<file path="src/rtl/mini16sc_dbus_responder.sv">
// Data-bus responder for mini16sc: word RAM plus an I/O window with a UART TX FIFO, GPIO and a soft-reset request.
// Optional cycle counter at IO_BASE+4, enabled by MINI16SC_DBUS_RESP_CYCLE_EN.
module mini16sc_dbus_responder #(
    parameter int                 WIDTH_D    = 16,
    parameter int                 DEPTH_D    = 8,
    parameter int                 DEPTH_RAM  = 7,
    parameter logic [DEPTH_D-1:0] IO_BASE    = 8'h80,
    parameter int                 FIFO_DEPTH = 3,
    parameter int                 CLK_DIV    = 868
) (
    input  logic               clk,
    input  logic               reset,
    input  logic [DEPTH_D-1:0] mem_d_r_addr,
    output logic [WIDTH_D-1:0] mem_d_r_data,
    input  logic [DEPTH_D-1:0] mem_d_w_addr,
    input  logic [WIDTH_D-1:0] mem_d_w_data,
    input  logic               mem_d_we,
    output logic               uart_txd,
    output logic [WIDTH_D-1:0] gpio_out,
    output logic               soft_reset
);

    localparam logic [DEPTH_D-1:0] A_TXDATA = IO_BASE;
    localparam logic [DEPTH_D-1:0] A_STATUS = DEPTH_D'(IO_BASE + 1);
    localparam logic [DEPTH_D-1:0] A_GPIO   = DEPTH_D'(IO_BASE + 2);
    localparam logic [DEPTH_D-1:0] A_CTRL   = DEPTH_D'(IO_BASE + 3);
`ifdef MINI16SC_DBUS_RESP_CYCLE_EN
    localparam logic [DEPTH_D-1:0] A_CYCLE  = DEPTH_D'(IO_BASE + 4);
`endif

    localparam int                  RAM_WORDS = 2 ** DEPTH_RAM;
    localparam int                  FIFO_N    = 2 ** FIFO_DEPTH;
    localparam logic [FIFO_DEPTH:0] FIFO_FULL = (FIFO_DEPTH+1)'(FIFO_N);
    localparam int                  DIV_W     = $clog2(CLK_DIV);
    localparam logic [DIV_W-1:0]    DIV_LAST  = DIV_W'(CLK_DIV - 1);

    typedef enum logic [1:0] {IDLE, START, DATA, STOP} state_t;

    logic [WIDTH_D-1:0]    ram [0:RAM_WORDS-1];
    logic [7:0]            fifo_mem [0:FIFO_N-1];
    logic [FIFO_DEPTH-1:0] wr_ptr, rd_ptr;
    logic [FIFO_DEPTH:0]   count;
    logic                  fifo_empty, fifo_full, push_req, push, pop, ovf;
    state_t                state;
    logic [DIV_W-1:0]      div_cnt;
    logic [2:0]            bit_cnt;
    logic [7:0]            shift;
    logic                  last_tick, busy;
    logic                  r_is_ram, w_is_ram;
    logic [WIDTH_D-1:0]    status_word;
`ifdef MINI16SC_DBUS_RESP_CYCLE_EN
    logic [WIDTH_D-1:0]    cycle_cnt;
`endif

    assign r_is_ram    = (mem_d_r_addr[DEPTH_D-1:DEPTH_RAM] == '0);
    assign w_is_ram    = (mem_d_w_addr[DEPTH_D-1:DEPTH_RAM] == '0);
    assign fifo_empty  = (count == '0);
    assign fifo_full   = (count == FIFO_FULL);
    assign push_req    = mem_d_we && (mem_d_w_addr == A_TXDATA);
    assign push        = push_req && !fifo_full;
    assign last_tick   = (div_cnt == DIV_LAST);
    // Pop requires a non-empty FIFO, so a push into an empty FIFO never pops in the same cycle.
    assign pop         = !fifo_empty && ((state == IDLE) || (state == STOP && last_tick));
    assign busy        = (state != IDLE);
    assign status_word = {{(WIDTH_D-4){1'b0}}, ovf, busy, fifo_empty, fifo_full};

    always_ff @(posedge clk) begin
        if (mem_d_we && w_is_ram)
            ram[mem_d_w_addr[DEPTH_RAM-1:0]] <= mem_d_w_data;
    end

    always_ff @(posedge clk) begin
        if (reset)
            mem_d_r_data <= '0;
        else if (r_is_ram)
            mem_d_r_data <= ram[mem_d_r_addr[DEPTH_RAM-1:0]];
        else begin
            case (mem_d_r_addr)
                A_STATUS: mem_d_r_data <= status_word;
                A_GPIO:   mem_d_r_data <= gpio_out;
`ifdef MINI16SC_DBUS_RESP_CYCLE_EN
                A_CYCLE:  mem_d_r_data <= cycle_cnt;
`endif
                default:  mem_d_r_data <= '0;
            endcase
        end
    end

    always_ff @(posedge clk) begin
        if (push)
            fifo_mem[wr_ptr] <= mem_d_w_data[7:0];
    end

    always_ff @(posedge clk) begin
        if (reset) begin
            wr_ptr <= '0;
            rd_ptr <= '0;
            count  <= '0;
            ovf    <= 1'b0;
        end else begin
            if (push) wr_ptr <= wr_ptr + 1'b1;
            if (pop)  rd_ptr <= rd_ptr + 1'b1;
            case ({push, pop})
                2'b10:   count <= count + 1'b1;
                2'b01:   count <= count - 1'b1;
                default: count <= count;
            endcase
            // A drop wins over a same-cycle clear.
            if (push_req && fifo_full)
                ovf <= 1'b1;
            else if (mem_d_we && mem_d_w_addr == A_STATUS)
                ovf <= 1'b0;
        end
    end

    always_ff @(posedge clk) begin
        if (reset) begin
            state    <= IDLE;
            uart_txd <= 1'b1;
            div_cnt  <= '0;
            bit_cnt  <= '0;
            shift    <= '0;
        end else begin
            case (state)
                IDLE: begin
                    div_cnt <= '0;
                    if (pop) begin
                        shift    <= fifo_mem[rd_ptr];
                        uart_txd <= 1'b0;
                        state    <= START;
                    end else
                        uart_txd <= 1'b1;
                end
                START: begin
                    if (last_tick) begin
                        div_cnt  <= '0;
                        bit_cnt  <= '0;
                        uart_txd <= shift[0];
                        state    <= DATA;
                    end else
                        div_cnt <= div_cnt + 1'b1;
                end
                DATA: begin
                    if (last_tick) begin
                        div_cnt <= '0;
                        if (bit_cnt == 3'd7) begin
                            uart_txd <= 1'b1;
                            state    <= STOP;
                        end else begin
                            bit_cnt  <= bit_cnt + 1'b1;
                            shift    <= {1'b0, shift[7:1]};
                            uart_txd <= shift[1];
                        end
                    end else
                        div_cnt <= div_cnt + 1'b1;
                end
                STOP: begin
                    if (last_tick) begin
                        div_cnt <= '0;
                        // Chain straight into the next start bit when more data is queued.
                        if (pop) begin
                            shift    <= fifo_mem[rd_ptr];
                            uart_txd <= 1'b0;
                            state    <= START;
                        end else
                            state <= IDLE;
                    end else
                        div_cnt <= div_cnt + 1'b1;
                end
                default: begin
                    state    <= IDLE;
                    uart_txd <= 1'b1;
                end
            endcase
        end
    end

    always_ff @(posedge clk) begin
        if (reset) begin
            gpio_out   <= '0;
            soft_reset <= 1'b0;
        end else begin
            if (mem_d_we && mem_d_w_addr == A_GPIO)
                gpio_out <= mem_d_w_data;
            soft_reset <= mem_d_we && (mem_d_w_addr == A_CTRL) && mem_d_w_data[0];
        end
    end

`ifdef MINI16SC_DBUS_RESP_CYCLE_EN
    always_ff @(posedge clk) begin
        if (reset || (mem_d_we && mem_d_w_addr == A_CYCLE))
            cycle_cnt <= '0;
        else
            cycle_cnt <= cycle_cnt + 1'b1;
    end
`endif

endmodule

</file>
<file path="config.mk">
export PLATFORM = sky130hd
export DESIGN_NAME = mini16sc_dbus_responder
export DESIGN_NICKNAME = d
export VERILOG_FILES = /design/src/rtl/mini16sc_dbus_responder.sv
export SDC_FILE = /design/constraint.sdc
export NUM_CORES = 2
export LEC_CHECK = 0
export BUFFER_PORTS_ARGS = -buffer_cell sky130_fd_sc_hd__buf_2
export CORE_ASPECT_RATIO = 1.1
export CORE_MARGIN = 5
export CORE_UTILIZATION = 28
export CTS_BUF_LIST = sky130_fd_sc_hd__clkbuf_8
export DETAILED_ROUTE_END_ITERATION = 7
export PLACE_DENSITY = 0.51
export SLEW_MARGIN = 10
export SYNTH_ARGS = -nofsm -noshare
export SYNTH_HDL_FRONTEND = slang
export SYNTH_SLANG_ARGS = --single-unit
export TNS_END_PERCENT = 1
</file>
<file path="constraint.sdc">
create_clock -name clk -period 2.5 [get_ports clk]
set_input_delay 0 -clock clk [delete_from_list [all_inputs] [get_ports clk]]
set_output_delay 0 -clock clk [all_outputs]
set_load 0.01 [all_outputs]
</file>
* Word-level counts from Yosys, hierarchy flattened
Memories as Yosys holds them, arrays and structs flattened. A register that Yosys moved wholly into a read port is not among the register bits.
Cells that the tools add are included.
** Word-level totals
- Register bits :: 68
- RAM bits :: 2112
- Bits of input ports :: 35
- Output and inout port bits :: 34
- Logic and storage cells :: 103
- Memories kept :: 2
** Memories
- ram :: depth 128, width 16, read ports 1, clocked after memory_dff 0, wr ports 1, RTL line 39 : logic [WIDTH_D-1:0] ram [0:RAM_WORDS-1];
- fifo_mem :: depth 8, width 8, read ports 1, clocked after memory_dff 1, wr ports 1, RTL line 40 : logic [7:0] fifo_mem [0:FIFO_N-1];
** Operators by class
- Add/subtract/negate cells :: 6
- Equality and inequality tests :: 21
- Mux-type cells :: 36
- Bitwise gates (word level) :: 1
- Reduce and logical (&&, ||, !) cells :: 25
** Operator list (count)
- 8-bit equality test (second input constant) :: 6
- 8-bit 2-to-1 mux :: 4
- 16-bit one-hot mux with 2 select lines :: 1
- 8-bit one-hot mux with 3 select lines :: 1
- 10-bit one-hot mux with 2 select lines :: 1
- 16-bit 2-to-1 mux :: 1
- 3-bit 2-to-1 mux :: 5
- 2-bit != test (second input constant) :: 7
- 1-bit 2-to-1 mux :: 13
- 4-bit AND reduction :: 3
- 10-bit by 1-bit adder with 10-bit output (second input constant) :: 1
- 10-bit equality test (second input constant) :: 1
- 1-bit logical AND :: 10
- 10-bit 2-to-1 mux :: 1
- 2-bit 2-to-1 mux :: 5
- 3-bit by 1-bit adder with 3-bit output (second input constant) :: 3
- 2-bit one-hot mux with 4 select lines :: 1
- 4-bit one-hot mux with 2 select lines :: 1
- 2-bit nonzero test :: 4
- 2-bit equality test (second input constant) :: 3
- 3-bit one-hot mux with 2 select lines :: 1
- 5-bit AND reduction :: 1
- 4-bit by 1-bit adder with 4-bit output (second input constant) :: 1
- 2-bit by 1-bit equality test with 1-bit output (second input constant) :: 2
- 11 further kinds :: 12

* Depth between registers and ports, before layout
- Word-level depth :: 7
- Mapped depth :: 14
- Depth with buffers taken out :: 13

* Worst setup path before layout
OpenSTA, ideal clock, no wires.
- Path kind :: reg2reg
- From :: register count[1]
- To :: register count[2]
- Library setup time :: 0.070 ns
- Data arrival time :: 2.520 ns
- Data required time :: 2.430 ns
- Slack :: -0.090 ns
- Stages on the path, launching flop included :: 14
- Buffers on the path :: 2
- Cells stage by stage :: dfxtp_1 > clkbuf_1 > nor4b_1 > nor2_1 > and2_1 > clkbuf_1 > inv_1 > ha_1 > xor2_1 > ha_1 > a21oi_1 > xor2_1 > or3_1 > a21oi_1
** On the way
- Cells in the longest elaborated chain, start to end :: 5
- Elaborated cells on any way between the ends :: 12
** Ends and longest elaborated chain
- start: declaration :: RTL line 42 : logic [FIFO_DEPTH:0] count;
- start signal: assignment :: RTL line 104 : 2'b10: count <= count + 1'b1;
- start signal: assignment :: RTL line 105 : 2'b01: count <= count - 1'b1;
- start signal: assignment :: RTL line 106 : default: count <= count;
- 4-bit equality test / 4-bit zero test (equally long branches) :: RTL line 58, 57
- 1-bit zero test, on equally long branches :: RTL line 60, 63
- 1-bit logical AND, on equally long branches :: RTL line 60, 63
- 2-bit by 1-bit equality test with 1-bit output / 2-bit equality test (equally long branches) :: RTL line 103 : case ({push, pop})
- 4-bit one-hot mux with 2 select lines / 2-bit nonzero test (equally long branches)
Several ways; a longest one is shown, not always the timed one.
A chain may end at the register's enable or synchronous reset.

* Worst setup path in the final report
- From :: register div_cnt[1]
- To :: register count[2]
** On the way
- Cells in the longest elaborated chain, start to end :: 6
- Elaborated cells on any way between the ends :: 8
** Ends and longest elaborated chain
- start: declaration :: RTL line 45 : logic [DIV_W-1:0] div_cnt;
- start signal: assignment :: RTL line 141 : div_cnt <= div_cnt + 1'b1;
- start signal: assignment :: RTL line 155 : div_cnt <= div_cnt + 1'b1;
- start signal: assignment :: RTL line 168 : div_cnt <= div_cnt + 1'b1;
- 10-bit equality test (*) :: RTL line 61 : assign last_tick = (div_cnt == DIV_LAST);
- 1-bit logical AND (*) :: RTL line 63 : assign pop = !fifo_empty && ((state == IDLE) || (state == STOP && last_tick));
- 1-bit logical OR (*) :: RTL line 63
- 1-bit logical AND (*) :: RTL line 63
- 2-bit by 1-bit equality test with 1-bit output / 2-bit equality test (equally long branches) :: RTL line 103
- 4-bit one-hot mux with 2 select lines / 2-bit nonzero test (equally long branches)
Mark *: on every way between the ends. The rest lies on a longest branch, timed or not.

==> key figures <==
Synthesis
  – Synth async-reset ratio: 0%
  – Cells after Synth: 4245
  – Yosys reg bits: around 2200
  – Register area share after synthesis: 76.4%
  – Syn Area/Cell: roughly 20 um2
  – Count of unique library cells instantiated by Yosys: 60
  – Synthesized area: approximately 85000 um2
  – Primary FF master, synth: edfxtp_1
  – Yosys warns: 0
  – Post-synth EDFFs: between 2000 and 2500
  – Synthesized Nets: roughly 4300

Clock network
  – Max Buffers Root-to-Sink: 4
  – Clk Tree Root Cell: clkbuf_8
  – CTS tree: yes
  – Clk pin slew, worst setup/hold paths: around 0.060 ns
  – H-tree depth: 5
  – Clk sinks: between 2000 and 2500
  – Clk_lat worst skew: between 0.9 and 1 ns
  – CTS buffer count: around 340

Flow run
  – Max-Cap Viols: 0

Timing
  – Fin Clk Skew: roughly 0.075 ns
  – Fmax: between 300 and 400 MHz
  – RSZ-0062 raised after global routing: yes
  – Final min period: about 2.7 ns
  – TNS Setup: -0.264 ns
  – Max Transition Viols Final: 0
  – Final setup violation count: 2
  – Max_slew headroom: between 20% and 30%
  – Hold Vio Cnt, Final: 0
  – Setup ws final: -0.177 ns
  – Fin crit share: 107%
  – Worst Max-Slew Pin Slew: around 1.1 ns

Setup path
  – Crit path required time: approximately 3.4 ns
  – WP buf/inv: 1
  – CP arrival: 3.55 ns
  – CP Launch Type: register
  – FF-to-FF Start: div_cnt[1]
  – Crit-path max FO: 2
  – Crit Path Class: reg -> reg
  – CP Cell Sequence: ha_4 > nand4b_1 > o41ai_4 > nor2b_1 > buf_4 > ha_4 > xor2_2 > ha_2 > a21oi_1 > xor2_1 > or3_1 > a21oi_1
  – Critical path origin: div_cnt[1]
  – CP top delay family: simple AND/OR/NAND/NOR gates
  – Slowest-stage cell, CP: o41ai_4
  – Crit-path max cell delay: approximately 0.46 ns
  – Crit end category: register

Routing
  – Routed vias: ~45000
  – Drt first-iter violations: approximately 4300
  – Drt wl/cell: 26.8 um
  – TritonRoute pass-1 iters: 7
  – DRC viols: 0
  – Routed Antenna Nets: 0
  – Final WL: approximately 250 mm
  – Vias per std cell: 4.80

Die
  – Core outline area: 303000 um2
  – Row cnt: 212
  – Die area: ~310000 um2
  – Die height: about 600 um
  – Die X: 535 um
  – Starting Density: between 20 and 30%
  – I/O pins: 69

Status
  – Status: complete, but fails checks
  – Failing checks: setup timing

Final layout
  – Commonest non-fill, non-tap cell in the layout: edfxtp_1
  – Post-Layout Cell Count: approximately 9400
  – Nets: 5136
  – Post-Route Utilization: about a third
  – Area grow syn2layout: 20.9%
  – Layout cells sized above 1: 30.5%
  – Commonest non-fill, non-tap cells in the layout: edfxtp_1 (2112), buf_4 (490), mux2i_1 (446)
  – Fillers: roughly 29000

Place
  – GPL Wtd Cong: approximately 0.8
  – Pre-CTS setup slack: -0.824 ns
  – Dpl hpwl: about 160 mm
  – IO Port Bufs: approximately 70
  – Post-placement cell count: about 8800

Global routing
  – Largest net degree at the start of global routing: around 140
  – Total track usage: between 15 and 20%
  – Overflow after GRT: 0
  – Number of global-route vias before repair: between 40000 and 50000
  – First-pass GRT wire length: roughly 360 mm
  – Initial antenna violation count: 18

Worst hold path
  – Hold Crit Class: in -> reg
  – Hold_sp: mem_d_we

Power
  – Worst IR Drop VDD: between 0.3 and 0.4 mV
  – Leakage: 33.8 nW
  – Power per Cell Area: about 720 nW/um2
==> per-layer routing <==
layer	wire length [um]	GRT usage, %	vias to the layer above
met3	15800	3.05	412
met5	22	0	-
met4	8140	5.00	4
met1	103000	20.3	24100
li1	-	-	19200
met2	126000	26.7	1544
==> cell families after synthesis <==
kind of cell,Yosys count,share of synthesized area (%)
flip-flops,2183,76.4
AND/OR/NAND/NOR,531,2.80
AO/OA/AOI/OAI,420,3.34
buffers and inverters,248,1.78
multiplexers,834,15.4
adder cells (fa/ha/maj),13,0.192
XOR/XNOR,16,0.165
==> what timing repair did <==
item | in CTS | in global routing
hold buffers | 45 | 0
pin swaps | 8 | 8
endpoints found under the hold margin | 2534 | 0
setup endpoints to repair | 15 | 12
setup buffers | 1 | 3
resized for setup | 16 | 20
==> cell usage after synthesis (36+ instances only) <==
cell	number	share of area, %
nand2_1	138	0.61
o21ai_0	44	0.26
a22oi_1	139	1.2
dfxtp_1	71	1.7
mux2i_1	448	5.3
nand3_1	66	0.39
a21oi_1	110	0.65
edfxtp_1	2112	75
nor2_1	211	0.93
buf_4	36	0.32
buf_2	67	0.39
mux4_2	374	9.9
clkbuf_1	84	0.37
==> worst paths after layout <==
kind / endpoint / depth (start not counted) / slack [ns]
setup reg to reg: count[2] / 12 / -0.18
setup / recovery: count[2] / 12 / -0.18
hold / removal: ram[37][13] / 5 / 0.07
hold reg to reg: gpio_out[2] / 2 / 0.49
==> worst reg2reg max path, stage by stage, from the launching register on <==
cell and delay (ns):
dfxtp_2 0.34, ha_4 0.14, nand4b_1 0.19, o41ai_4 0.46, nor2b_1 0.18, buf_4 0.15, ha_4 0.15, xor2_2 0.15
ha_2 0.18, a21oi_1 0.04, xor2_1 0.18, or3_1 0.31, a21oi_1 0.14
==> report_power, final <==
group          switching (W)  internal, W
logic                0.00330      0.00230
clock network         0.0139       0.0143
registers           0.000123       0.0403
==> cell type report <==
cell class              instances  area, um2  share of cell area [%]
well taps                    4066       5090                    4.96
clock inverters               238       1230                    1.20
multi-input cells            1814      19000                    18.5
flip-flops and latches       2183      64800                    63.2
diodes                         16       40.0                  0.0390
inverters                       9       33.8                  0.0329
clock buffers                 363       5000                    4.87
repair buffers                736       7390                    7.21
==> stage by stage <==
| step | power (W) | hold slack (ns) | cell area [um2] |
|---|---|---|---|
| floorplan | 0.0436 | 0.0989 | 84900 |
| detailed placement | 0.0466 | 0.379 | 95700 |
| global route | 0.0770 | 0.0164 | 103000 |
| CTS | 0.0750 | 0.00781 | 102000 |
| finish | 0.0742 | 0.0747 | 103000 |
| global placement | 0.0466 | 0.375 | 95700 |
==> registers in the layout, indices dropped and copies added, names as in the netlist, named ones only <==
name and flops:
rd_ptr 3, count 4, mem_d_r_data 16, fifo_mem 64, wr_ptr 3, div_cnt 10
shift 8, gpio_out 16, bit_cnt 3, ram 2048, ovf 1, uart_txd 1
state 2, soft_reset 1
Note: power is estimated with default switching activity, not from simulation.
